[config.mk]
export PLATFORM = sky130hd
export DESIGN_NAME = if_fetch_stage
export DESIGN_NICKNAME = d
export VERILOG_FILES = /design/src/rtl/if_fetch_stage.sv
export SDC_FILE = /design/constraint.sdc
export NUM_CORES = 1
export LEC_CHECK = 0
export ABC_AREA = 1
export BUFFER_PORTS_ARGS = -buffer_cell sky130_fd_sc_hd__buf_2
export CAP_MARGIN = 20
export CORE_ASPECT_RATIO = 1.25
export CORE_MARGIN = 2
export CORE_UTILIZATION = 35
export DETAILED_ROUTE_END_ITERATION = 12
export PLACE_DENSITY_LB_ADDON = 0.1
export SETUP_SLACK_MARGIN = 0.02
export SKIP_LAST_GASP = 1
export SYNTH_ARGS = -nofsm -noshare
export SYNTH_HDL_FRONTEND = slang
export SYNTH_SLANG_ARGS = --single-unit
[constraint.sdc]
create_clock -name clk_i -period 5.6 [get_ports clk_i]
set_clock_uncertainty 0.1 [all_clocks]
set_input_delay 1.68 -clock clk_i [delete_from_list [all_inputs] [get_ports clk_i]]
set_output_delay 1.68 -clock clk_i [all_outputs]
set_load 0.03 [all_outputs]
[src/rtl/if_fetch_stage.sv]
// Instruction-fetch stage: runs one req/ack read on instruction memory per PC,
// holds the PC until the word is accepted, and feeds the IF/ID pipeline register.
module if_fetch_stage #(
    parameter logic [31:0] NOP_INST = 32'h0000_0000,
    parameter logic [31:0] PC_INC   = 32'd4
) (
    input  logic        clk_i,
    input  logic        rst_i,
    input  logic [31:0] pc_i,
    output logic        pc_hold_o,
    output logic        imem_req_o,
    output logic [31:0] imem_addr_o,
    input  logic        imem_ack_i,
    input  logic [31:0] imem_data_i,
    input  logic        stall_i,
    input  logic        flush_i,
    output logic [31:0] inst_o,
    output logic [31:0] pc_plus4_o,
    output logic        valid_o,
    output logic [15:0] fetch_cnt_o
);

    typedef enum logic [2:0] {
        IDLE,
        FETCH,
        BUF,
        ADV,
        DRAIN
    } state_t;

    state_t      state_q;
    logic [31:0] addr_q;
    logic [31:0] buf_q;
    logic [31:0] inst_q;
    logic [31:0] pc_plus4_q;
    logic        valid_q;
    logic [15:0] fetch_cnt_q;

    logic        load_en;
    logic [31:0] load_word;

    assign imem_req_o  = (state_q == FETCH) || (state_q == DRAIN);
    assign imem_addr_o = addr_q;
    assign pc_hold_o   = !((state_q == ADV) || flush_i);

    assign inst_o      = inst_q;
    assign pc_plus4_o  = pc_plus4_q;
    assign valid_o     = valid_q;
    assign fetch_cnt_o = fetch_cnt_q;

    // A word enters IF/ID either straight from memory or from the stall buffer.
    always_comb begin
        load_en   = 1'b0;
        load_word = imem_data_i;
        if (!flush_i && !stall_i) begin
            if (state_q == FETCH && imem_ack_i) begin
                load_en = 1'b1;
            end else if (state_q == BUF) begin
                load_en   = 1'b1;
                load_word = buf_q;
            end
        end
    end

    always_ff @(posedge clk_i or posedge rst_i) begin
        if (rst_i) begin
            state_q     <= IDLE;
            addr_q      <= 32'h0;
            buf_q       <= 32'h0;
            inst_q      <= NOP_INST;
            pc_plus4_q  <= 32'h0;
            valid_q     <= 1'b0;
            fetch_cnt_q <= 16'h0;
        end else begin
            case (state_q)
                IDLE: begin
                    state_q <= FETCH;
                    addr_q  <= pc_i;
                end
                FETCH: begin
                    if (flush_i) begin
                        if (imem_ack_i) begin
                            addr_q <= pc_i;
                        end else begin
                            state_q <= DRAIN;
                        end
                    end else if (imem_ack_i) begin
                        if (stall_i) begin
                            state_q <= BUF;
                            buf_q   <= imem_data_i;
                        end else begin
                            state_q <= ADV;
                        end
                    end
                end
                BUF: begin
                    if (flush_i) begin
                        state_q <= FETCH;
                        addr_q  <= pc_i;
                    end else if (!stall_i) begin
                        state_q <= ADV;
                    end
                end
                ADV: begin
                    state_q <= FETCH;
                    addr_q  <= pc_i;
                end
                DRAIN: begin
                    // The PC already holds the redirect target, so skip ADV.
                    if (imem_ack_i) begin
                        state_q <= FETCH;
                        addr_q  <= pc_i;
                    end
                end
                default: begin
                    state_q <= IDLE;
                end
            endcase

            if (flush_i) begin
                inst_q  <= NOP_INST;
                valid_q <= 1'b0;
            end else if (stall_i) begin
                inst_q  <= inst_q;
                valid_q <= valid_q;
            end else if (load_en) begin
                inst_q     <= load_word;
                pc_plus4_q <= addr_q + PC_INC;
                valid_q    <= 1'b1;
                if (fetch_cnt_q != 16'hFFFF) begin
                    fetch_cnt_q <= fetch_cnt_q + 16'd1;
                end
            end else begin
                inst_q  <= NOP_INST;
                valid_q <= 1'b0;
            end
        end
    end

endmodule

==> results.toml <==
[die]
dieHeight_um = 165
die-width_um = 133
core_area_um2 = 20600
dieArea_um2 = 22000
initial_core_util_pct = 35.4
std_cell_rows = 59
ios = 184

[synth]
syn_area_um2 = 7280
postSynthCellCount = 925
syn-num-nets = 996
synthAdderAreaFrac_pct = 0.344
synth_compound_gate_area_share_pct = 9.78
syn_area_per_cell_um2 = 7.87
synth_top_family_by_area = "simple AND/OR/NAND/NOR gates"
yosysWarnings = 0
synthSimpleGateAreaFrac_pct = 29.0
synth_flop_cell = "dfrtp_1"
yosysSeqAreaShare_pct = 50.9
synth_enable_flop_cells = 0
muxShareOfSynthArea_pct = 0
synth_xor_area_share_pct = 2.77
yosys_register_bits = 148
async_reset_ff_share_pct = 100
ys_types = 35

[detailed_routing]
drc = 0
vias_per_cell = 4.54
firstDrtPassIters = 4
drtAntennaViolNets = 0
wirelength_mm = 19.7
first_iter_violations = 298
wl_per_cell_um = 14.3
vias = 6279

[critical_path]
worstPathRequired_ps = 3820
critPathMaxFanout = 4
cp.arrival_ps = 2160
r2r_cells = 6
worstSetupPathType = "in -> out"
start_kind = "input port"
critPathCaptureType = "output pin"
r2r_start = "state_q[0]$_DFFE_PP0P_"
r2r-end = "pc_plus4_o[7]$_DFFE_PP0P_"
ff2ff_setup_slack_ps = 3130

[power_and_ir_drop]
vdd_ir_drop_max_mv = 0.231
power_leakage_nw = 4.78
pwr-share-seq_pct = 38.1
power_frac_comb_pct = 39.2
clkPwrFrac_pct = 22.7
switching_share_pct = 45.4
p_sw_mw = 2.13
internal_power_mw = 2.56
power_density_nw_per_um2 = 528

[timing]
rsz0062_at_grt = "false"
fin_crit_ps = 3940
slew_viol_final = 0
fin_setup_tns_ps = 0
slew_headroom_pct = 30.2
min_period_over_period_pct = 70.3
setup_viol = 0
fmax_ghz = 0.254
fin_ws_ps = 1660
hold_viol_final = 0
worstMarginPinSlew_ps = 1040

[cts]
cts.repair.resized = 0
cts_made_buffers = 17
root_buffer = "clkbuf_16"
postCtsSetupBuffers = 0
insertion_delay_ps = 410
clockBufferDepth = 2
cts.clk_slew.worst_paths_ps = 60
cts_hold_buf = 0
htree_levels = 4
clock_sinks = 148
cts_tree = "yes"

[global_route]
grt_pass1_wl_mm = 31.4
antenna_found_initial = 0
grtUsageTotal_pct = 18.2
grt_max_degree = 116
overflow = 0
grt_pass1_vias = 6028

[finish]
final_nets = 1166
multi_input_area_um2 = 3050
layout-drive-gt1-share_pct = 22.7
n_antenna_cell = 0
fin_area_um2 = 8880
area_delta_synth_final_pct = 22.0
register_area_um2 = 3700
layout.cells.non_filler = 1382
nFillCells = 2174

[hold_path]
whs_endpoint = "pc_plus4_o[22]$_DFFE_PP0P_"
hp-class = "reg -> reg"
hp-start = "pc_plus4_o[22]$_DFFE_PP0P_"
hold_depth = 2

[placement]
gp_congestion = 0.855
postPlaceCellArea_um2 = 8330
io_buffers = 183
pre_cts_ws_ps = 1660
dp_hpwl_mm = 13.7
dp.cells = 1350

[run_status]
status = "completed"

[flow_run]
max_cap_viol_count = 0
[layer usage]
layer,track usage (%),wire (um),vias to the layer above
met5,0,0,-
met2,30.4,9480,133
li1,-,-,3249
met4,5.62,169,0
met3,3.69,926,11
met1,23.8,9160,2886
[state kept, by name, indices dropped and copies added (netlist names)]
register     count
buf_q           32
imem_addr_o     32
inst_o          32
valid_o          1
fetch_cnt_o     16
pc_plus4_o      32
state_q          3
[final cells by class]
| type | instances | share of cell area, % |
|---|---|---|
| sequential | 148 | 41.7 |
| clock inverter | 15 | 1.37 |
| tap | 274 | 3.86 |
| inverter | 75 | 3.24 |
| multi-input combinational | 667 | 34.3 |
| timing repair buffer | 186 | 10.7 |
| clock buffer | 17 | 4.79 |
[power by group through the flow]
stage	sequential [mW]	combinational, mW	clock (mW)
2_1_floorplan	2.24	0.880	0
3_3_place_gp	1.80	1.85	0
3_5_place_dp	1.80	1.86	0
4_1_cts	1.79	1.87	1.10
5_1_grt	1.85	2.03	1.15
6_report	1.79	1.84	1.06
[worst max-delay path, cell delays in order]
cell     delay, ps
buf_2          130
a21oi_1        130
buf_2          220
[placed cells by master (no fill, tap or decap), types with 2 or more instances in the layout]
master      synthesis  final
inv_8               0      2
clkbuf_16           0     17
clkinv_2            0      3
nor2_1             78     78
o21ai_1            54     54
nor3_4              2      2
nand4_1             3      3
ha_1                2      2
nor2_2              4      4
xnor2_1            10     10
a21oi_1             8      8
nor3_1              3      3
nand3_1            49     49
a21oi_2             8      8
clkinvlp_4          0      4
o21ai_0            58     58
buf_2               8    183
inv_2               3      3
nand2_1           357    357
buf_4               2      2
nand2_2             2      2
clkinv_4            0      3
dfrtp_1           148    148
nand3_2             2      2
nand2_4             5      5
inv_1              71     70
xor2_1             13     13
inv_6               0      4
[cell families after synthesis]
family	after synthesis
XOR/XNOR	23
buffers and inverters	110
flip-flops	148
AND/OR/NAND/NOR	510
adder cells (fa/ha/maj)	2
AO/OA/AOI/OAI	132
[worst max-delay path by stage]
| stage | from | end | slack, ps | depth (start not counted) |
|---|---|---|---|---|
| floorplan | flush_i | pc_hold_o | 1660 | 1 |
| global placement | flush_i | pc_hold_o | 1700 | 3 |
| detailed placement | flush_i | pc_hold_o | 1660 | 3 |
| CTS | flush_i | pc_hold_o | 1650 | 3 |
| global route | flush_i | pc_hold_o | 1590 | 3 |
| finish | flush_i | pc_hold_o | 1660 | 3 |
[Yosys cell counts (all sizes together), types with 5 or more instances]
cell type    n  area share [%]
buf         22             2.6
nand2      365              20
nor3         5            0.65
inv         75             3.9
clkbuf      13            0.76
xor2        13             1.6
dfrtp      148              51
a21oi       16             1.5
o21ai      114             8.0
nand3       51             3.6
xnor2       10             1.2
nor2        83             4.5
[per-stage QoR]
stage / hold WS (ps) / utilization, % / power [mW]
2_1_floorplan: 348 / - / 3.12
3_3_place_gp: 357 / 40.5 / 3.65
3_5_place_dp: 361 / 40.5 / 3.67
4_1_cts: 378 / 43.1 / 4.76
5_1_grt: 391 / 43.1 / 5.02
6_report: 371 / 43.1 / 4.69
(Power assumes the default switching activity.)
